===== src/rtl/mips_core.sv =====
// Multi-cycle (5 clocks/instruction) 32-bit MIPS integer core with external icache, dcache and register file.
// Optional branch/jump support (BEQ, BNE, J) is enabled by defining MIPS_CORE_BRANCH_EN.
module mips_core #(
    parameter logic [31:0] RESET_PC = 32'h0000_0000
) (
    input  logic        clk,
    input  logic        rst,
    input  logic [31:0] iCacheReadData,
    output logic [31:0] iCacheReadAddr,
    input  logic [31:0] dCacheReadData,
    output logic [31:0] dCacheWriteData,
    output logic [31:0] dCacheAddr,
    output logic        dCacheWriteEn,
    output logic        dCacheReadEn,
    input  logic [31:0] rfReadData_p0,
    output logic [4:0]  rfReadAddr_p0,
    output logic        rfReadEn_p0,
    input  logic [31:0] rfReadData_p1,
    output logic [4:0]  rfReadAddr_p1,
    output logic        rfReadEn_p1,
    output logic [31:0] rfWriteData_p0,
    output logic [4:0]  rfWriteAddr_p0,
    output logic        rfWriteEn_p0
);

    typedef enum logic [2:0] {
        S_FETCH,
        S_DECODE,
        S_EXECUTE,
        S_MEM,
        S_WB
    } state_e;

    localparam logic [5:0] OP_RTYPE = 6'h00;
    localparam logic [5:0] OP_J     = 6'h02;
    localparam logic [5:0] OP_BEQ   = 6'h04;
    localparam logic [5:0] OP_BNE   = 6'h05;
    localparam logic [5:0] OP_ADDI  = 6'h08;
    localparam logic [5:0] OP_ANDI  = 6'h0C;
    localparam logic [5:0] OP_ORI   = 6'h0D;
    localparam logic [5:0] OP_LW    = 6'h23;
    localparam logic [5:0] OP_SW    = 6'h2B;

    state_e      state_q, state_d;
    logic [31:0] pc_q, pc_d;
    logic [31:0] ir_q, ir_d;
    logic [31:0] alu_q, alu_d;
    logic [31:0] st_q, st_d;
    logic [31:0] npc_q, npc_d;

    logic [5:0]  op, funct;
    logic [4:0]  rs, rt, rd, shamt, dest;
    logic [31:0] imm_sext, imm_zext, pc_plus4;
    logic [31:0] alu_res;
    logic        reg_write, is_load, is_store;

    assign op       = ir_q[31:26];
    assign rs       = ir_q[25:21];
    assign rt       = ir_q[20:16];
    assign rd       = ir_q[15:11];
    assign shamt    = ir_q[10:6];
    assign funct    = ir_q[5:0];
    assign imm_sext = {{16{ir_q[15]}}, ir_q[15:0]};
    assign imm_zext = {16'h0000, ir_q[15:0]};
    assign pc_plus4 = pc_q + 32'd4;
    assign dest     = (op == OP_RTYPE) ? rd : rt;

    // Instruction decode and ALU; unknown opcodes/functs leave reg_write low (NOP).
    always_comb begin
        alu_res   = '0;
        reg_write = 1'b0;
        is_load   = 1'b0;
        is_store  = 1'b0;
        unique case (op)
            OP_RTYPE: begin
                reg_write = 1'b1;
                case (funct)
                    6'h20:   alu_res = rfReadData_p0 + rfReadData_p1;
                    6'h22:   alu_res = rfReadData_p0 - rfReadData_p1;
                    6'h24:   alu_res = rfReadData_p0 & rfReadData_p1;
                    6'h25:   alu_res = rfReadData_p0 | rfReadData_p1;
                    6'h26:   alu_res = rfReadData_p0 ^ rfReadData_p1;
                    6'h2A:   alu_res = {31'd0, $signed(rfReadData_p0) < $signed(rfReadData_p1)};
                    6'h00:   alu_res = rfReadData_p1 << shamt;
                    6'h02:   alu_res = rfReadData_p1 >> shamt;
                    6'h03:   alu_res = $unsigned($signed(rfReadData_p1) >>> shamt);
                    default: reg_write = 1'b0;
                endcase
            end
            OP_ADDI: begin
                alu_res   = rfReadData_p0 + imm_sext;
                reg_write = 1'b1;
            end
            OP_ANDI: begin
                alu_res   = rfReadData_p0 & imm_zext;
                reg_write = 1'b1;
            end
            OP_ORI: begin
                alu_res   = rfReadData_p0 | imm_zext;
                reg_write = 1'b1;
            end
            OP_LW: begin
                alu_res   = rfReadData_p0 + imm_sext;
                reg_write = 1'b1;
                is_load   = 1'b1;
            end
            OP_SW: begin
                alu_res   = rfReadData_p0 + imm_sext;
                is_store  = 1'b1;
            end
            default: ;
        endcase
    end

    always_comb begin
        state_d = state_q;
        pc_d    = pc_q;
        ir_d    = ir_q;
        alu_d   = alu_q;
        st_d    = st_q;
        npc_d   = npc_q;
        case (state_q)
            S_FETCH: begin
                ir_d    = iCacheReadData;
                state_d = S_DECODE;
            end
            S_DECODE: state_d = S_EXECUTE;
            S_EXECUTE: begin
                alu_d   = alu_res;
                st_d    = rfReadData_p1;
                npc_d   = pc_plus4;
`ifdef MIPS_CORE_BRANCH_EN
                case (op)
                    OP_BEQ: if (rfReadData_p0 == rfReadData_p1) npc_d = pc_plus4 + {imm_sext[29:0], 2'b00};
                    OP_BNE: if (rfReadData_p0 != rfReadData_p1) npc_d = pc_plus4 + {imm_sext[29:0], 2'b00};
                    OP_J:   npc_d = {pc_plus4[31:28], ir_q[25:0], 2'b00};
                    default: ;
                endcase
`endif
                state_d = S_MEM;
            end
            S_MEM: state_d = S_WB;
            S_WB: begin
                pc_d    = npc_q;
                state_d = S_FETCH;
            end
            default: state_d = S_FETCH;
        endcase
    end

    always_ff @(posedge clk or posedge rst) begin
        if (rst) begin
            state_q <= S_FETCH;
            pc_q    <= RESET_PC;
            ir_q    <= '0;
            alu_q   <= '0;
            st_q    <= '0;
            npc_q   <= '0;
        end else begin
            state_q <= state_d;
            pc_q    <= pc_d;
            ir_q    <= ir_d;
            alu_q   <= alu_d;
            st_q    <= st_d;
            npc_q   <= npc_d;
        end
    end

    // Outputs decode from state; reset forces even the PC-driven fetch address to zero.
    always_comb begin
        iCacheReadAddr  = rst ? '0 : pc_q;
        rfReadAddr_p0   = '0;
        rfReadAddr_p1   = '0;
        rfReadEn_p0     = 1'b0;
        rfReadEn_p1     = 1'b0;
        dCacheAddr      = '0;
        dCacheWriteData = '0;
        dCacheReadEn    = 1'b0;
        dCacheWriteEn   = 1'b0;
        rfWriteAddr_p0  = '0;
        rfWriteData_p0  = '0;
        rfWriteEn_p0    = 1'b0;
        if (!rst) begin
            case (state_q)
                S_DECODE, S_EXECUTE: begin
                    rfReadAddr_p0 = rs;
                    rfReadAddr_p1 = rt;
                    rfReadEn_p0   = 1'b1;
                    rfReadEn_p1   = 1'b1;
                end
                S_MEM: begin
                    if (is_load) begin
                        dCacheAddr   = alu_q;
                        dCacheReadEn = 1'b1;
                    end else if (is_store) begin
                        dCacheAddr      = alu_q;
                        dCacheWriteData = st_q;
                        dCacheWriteEn   = 1'b1;
                    end
                end
                S_WB: begin
                    if (reg_write && dest != 5'd0) begin
                        rfWriteEn_p0   = 1'b1;
                        rfWriteAddr_p0 = dest;
                        rfWriteData_p0 = is_load ? dCacheReadData : alu_q;
                    end
                end
                default: ;
            endcase
        end
    end

endmodule


===== config.mk =====
export PLATFORM = sky130hd
export DESIGN_NAME = mips_core
export DESIGN_NICKNAME = d
export VERILOG_FILES = /design/src/rtl/mips_core.sv
export SDC_FILE = /design/constraint.sdc
export NUM_CORES = 1
export LEC_CHECK = 0
export ABC_AREA = 1
export BUFFER_PORTS_ARGS = -buffer_cell sky130_fd_sc_hd__buf_2
export CORE_MARGIN = 3
export CORE_UTILIZATION = 55
export CTS_CLUSTER_DIAMETER = 60
export DETAILED_ROUTE_END_ITERATION = 10
export PLACE_DENSITY_LB_ADDON = 0.25
export SETUP_SLACK_MARGIN = 0.4
export SLEW_MARGIN = 20
export SYNTH_ARGS = -nofsm -noshare
export SYNTH_HDL_FRONTEND = slang
export SYNTH_SLANG_ARGS = --single-unit

===== constraint.sdc =====
create_clock -name clk -period 11.1 [get_ports clk]
set_input_delay 0.555 -clock clk [delete_from_list [all_inputs] [get_ports clk]]
set_output_delay 0.555 -clock clk [all_outputs]
set_load 0.01 [all_outputs]

* After elaboration in Yosys (flattened, before gate mapping) *
Index checks and enable logic that the tools add are counted.

storage, ports and cells
  register bits after elaboration = 163
  bits in latches = 0
  bits in writable memories = 0
  ROM bits = 0
  input bits = 130
  output and inout bits = 148
  word-level logic and storage cells = 85
  memories kept = 0

cells by class
  add/sub/neg operators = 4
  multiply operators = 0
  div/mod/pow operators = 0
  $lt $le $gt $ge = 1
  equal/unequal tests = 17
  shifts and indexed selects = 3
  mux-type cells = 40
  bitwise logic cells = 5
  reduce and logical (&&, ||, !) cells = 9

operators with widths
  kind                                                              count
  32-bit two-way mux                                                13
  32-bit case mux with 9 select lines                               1
  32-bit case mux with 4 select lines                               1
  32-bit adder                                                      2
  6-bit == test (second input constant)                             8
  5-bit two-way mux                                                 8
  32-bit by 3-bit adder with 32-bit output (second input constant)  1
  32-bit by 16-bit bitwise AND with 32-bit output                   1
  32-bit bitwise AND                                                1
  32-bit < comparator                                               1
  32-bit by 16-bit bitwise OR with 32-bit output                    1
  32-bit bitwise OR                                                 1
  32-bit by 5-bit << shifter with 32-bit output                     1
  32-bit by 5-bit >> shifter with 32-bit output                     1
  32-bit by 5-bit >>> shifter with 32-bit output                    1
  32-bit subtractor                                                 1
  32-bit bitwise XOR                                                1
  6-bit by 4-bit == test with 1-bit output (second input constant)  3
  1-bit two-way mux                                                 15
  6-bit by 2-bit == test with 1-bit output (second input constant)  2
  6-bit logical NOT                                                 2
  3-bit case mux with 4 select lines                                1
  9-bit OR reduction                                                1
  3-bit by 2-bit == test with 1-bit output (second input constant)  2
  other kinds (9)                                                   9

* Logic depth before layout (Yosys ltp) *
  depth in word-level cells = 8
  depth in mapped cells = 21
  mapped depth without buffers = 20

* Least setup slack after synthesis *
Ideal clock, no wire load.

  path kind = input-to-output
  start = in rst
  end = out dCacheWriteData[10]
  arrival = 5.968 ns
  required time = 10.545 ns
  slack = 4.577 ns
  stages on the path = 7
  path buffers = 2
  path through = clkbuf_1 > inv_1 > nand2_1 > nor3_1 > inv_1 > clkbuf_1 > nor2_1

between the ends
  longest elaborated chain between the ends = 1

ends and longest elaborated chain
  element             line  source
  start: declaration  7     input logic rst,
  32-bit two-way mux  183   if (!rst) begin
  end: declaration    11    output logic [31:0] dCacheWriteData,

Every way passes these cells.

* Final worst setup path *
  start = reg ir_q[1]
  end = out rfWriteData_p0[11]

between the ends
  longest elaborated chain between the ends = 8
  elaborated cells on any way between the ends = 16
  classes of those cells = eq/ne (8); mux (5); reduce/logical (3)

ends and longest elaborated chain
  element                                                                 line  source
  start: declaration                                                      46    logic [31:0] ir_q, ir_d;
  start signal: assignment                                                162   ir_q <= ir_d;
  6-bit by 2-bit == test with 1-bit output, or another cell as far along  77    case (funct)
  9-bit OR reduction (no source line) (*)                                 -
  1-bit two-way mux (*)                                                   77
  1-bit case mux with 2 select lines (*)                                  74    unique case (op)
  1-bit logical AND (*)                                                   202   if (reg_write && dest != 5'd0) begin
  32-bit two-way mux (*)                                                  202
  32-bit two-way mux (*)                                                  184   case (state_q)
  32-bit two-way mux (*)                                                  183
  end: declaration                                                        21    output logic [31:0] rfWriteData_p0,

Every way passes the cells marked *; elsewhere a longest branch is shown, timed or not.

==> impl_metrics.ini <==
[floorplanning]
die_area_um2 = 40900
placementRows = 71
core-area_um2 = 37800
fp.dieW_um = 202
start_util_pct = 56.0
io_pins = 278
dieHeight_um = 202

[clocking]
clockBufferDepth = 2
cts_setup_buffers = 0
numCtsBuffers = 17
hold_buffers = 0
tritoncts = built
cts_resized = 0
root_buffer = clkbuf_16
clock-sinks = 163
htree_levels = 4
cts.clk_slew.worst_paths_ps = 70
insertion_delay_ps = 440

[timing]
min_period_ps = 4070
clock_skew_ps = 7.82
period_share_pct = 36.7
rsz0062_at_grt = false
finalHoldViolCount = 0
fin_ws_ps = 7030
tightest_slew_ps = 1180
relSlewSlack_pct = 20.9
slew_violations = 0
setup_viol = 0
tns_ps = 0
fmax_ghz = 0.246

[critical_path]
worstPathArrival_ps = 3510
r2r-end = alu_q[29]
cp-end-kind = output pin
reg2regPathDepth = 17
start_kind = flip-flop
rr_startpoint = ir_q[9]
path_max_fanout = 35
crit_required_ps = 10550
r2r_slack_ps = 7690
critical_path_class = flip-flop to output pin
cp-startpoint = ir_q[1]

[placed_design]
hpwl_um = 73600
dpl.cell_count = 4477
port-buffer-count = 277
place_congestion = 1.16
pre_cts_ws_ps = 7540

[detailed_routing]
drc_errors = 0
drt.antenna.violating_nets = 0
avgRoutedWirePerCell_um = 20.5
dr.pass1.iters = 7
vias_per_cell = 5.87
wl_um = 92500
initialDrtViolationCount = 3632
via_count = 26500

[global_route]
grt-ovfl-total = 0
grt_pass1_vias = 23900
grt_start_max_net_pins = 78
grt_pass1_wl_um = 138000
grt_use_total_pct = 43.8
antenna_found_initial = 7

[power_and_ir_drop]
ir_drop_mv = 0.0848
p_switching_w = 0.000788
p_per_area_nw_per_um2 = 83.5
power_switching_share_pct = 40.3
pwr-share-seq_pct = 31.7
pwr-share-clk_pct = 33.2
leakagePower_nw = 13.1
power.internal_w = 0.00117
comb_power_share_pct = 35.1

[final_layout]
nets = 4262
drive_gt1_share_pct = 9.73
nFillCells = 3986
area_delta_synth_final_pct = 10.6
multiInputGateArea_um2 = 14400
final_common_cell = nand2_1
regArea_um2 = 4080
postLayoutCoreUtil_pct = 62.0
final_cells = 4512
final_cell_mix = nand2_1, inv_1, nand3_1, nor2_1, buf_2

[synth]
syn_nets = 4098
synth_cells = 3821
synth-seq-area-share_pct = 19.3
ys.flop_type = dfrtp_1
yosys_warnings = 0
synth_area_per_cell_um2 = 5.54
synth-seq-cells = 163
postSynth.asyncResetShare_pct = 100
synth_area_um2 = 21200
synth_cell_types = 51
synth_edf_count = 0

[worst_hold_path]
hp-class = primary input to async pin

[status]
outcome = finished, final reports clean

[flow_run]
maxCapViolations = 0
power by group through the flow:
stage          clock, W  combinational [W]  sequential, W
2_1_floorplan         0           0.000435       0.000627
3_3_place_gp          0           0.000651       0.000631
3_5_place_dp          0           0.000652       0.000631
4_1_cts        0.000654           0.000656       0.000620
5_1_grt        0.000687           0.000745       0.000622
6_report       0.000650           0.000685       0.000620
worst max-delay path by stage:
stage	endpoint	slack [ps]	cells after the start
4_1_cts	rfWriteData_p0[11]	7090	12
3_5_place_dp	dCacheWriteData[0]	7540	8
5_1_grt	rfWriteData_p0[11]	6820	12
2_1_floorplan	dCacheWriteData[10]	4580	7
3_3_place_gp	rfWriteData_p0[11]	7690	12
6_report	rfWriteData_p0[11]	7030	12
sequential cells by signal, summed over array words and instances, names as in the netlist:
name and flops:
alu_q 32, npc_q 32, ir_q 32, pc_q 32, st_q 32, state_q 3
per-layer routing:
metal	up-vias	global-route usage [%]	wire [um]	share of wire, %
li1	12500	-	-	-
met1	12000	58.5	36000	39
met2	1611	64.3	38000	41
met3	297	11.3	12300	13
met4	8	24.9	6110	6.6
met5	-	0	53	0.057
cell usage after synthesis (22+ instances only):
library cell	number	share of area, %
nand2_1	1259	22
nor2_1	404	7.2
a21oi_1	157	3.7
o21ai_0	211	5.0
inv_1	523	9.3
nand3_1	484	11
nand4_1	64	1.9
buf_2	36	0.85
dfrtp_1	163	19
nor3_1	71	1.7
clkbuf_1	93	1.6
ha_1	144	8.5
buf_1	22	0.39
layout make-up:
type,count,share of cell area (%)
repair buffers,302,6.73
multi-input cells,2965,61.6
diodes,3,0.0321
clock inverters,15,0.984
well taps,511,2.73
clock buffers,17,1.82
flip-flops and latches,163,17.4
inverters,536,8.62
stage by stage:
step / total power, W / cell area, um2 / hold slack (ps)
after global placement: 0.00128 / 22700 / 456
final: 0.00196 / 23400 / 339
after floorplan: 0.00106 / 21200 / 442
after detailed placement: 0.00128 / 22700 / 462
after CTS: 0.00193 / 23400 / 337
after global routing: 0.00205 / 23400 / 334
worst max-delay path, cell delays in order (launching register included):
cell and delay, ps:
dfrtp_1 470, nor2_1 240, inv_1 60, nor2_1 160
nand2_2 350, nand4_1 240, nor3_2 70, a21oi_4 110
buf_4 370, or2_4 210, nand4_4 350, nor2_1 260
buf_2 170
logic make-up (layout without fill, tap and decap cells):
kind of cell             count (synthesis)  in the layout  share of synthesized area (%)
multiplexers                             2              2                          0.106
AND/OR/NAND/NOR                       2350           2350                           46.9
adder cells (fa/ha/maj)                147            147                           8.80
buffers and inverters                  693            870                           12.7
flip-flops                             163            163                           19.3
XOR/XNOR                                12             12                          0.497
other                                    0              3                              0
AO/OA/AOI/OAI                          454            454                           11.8
(Power assumes the default switching activity.)
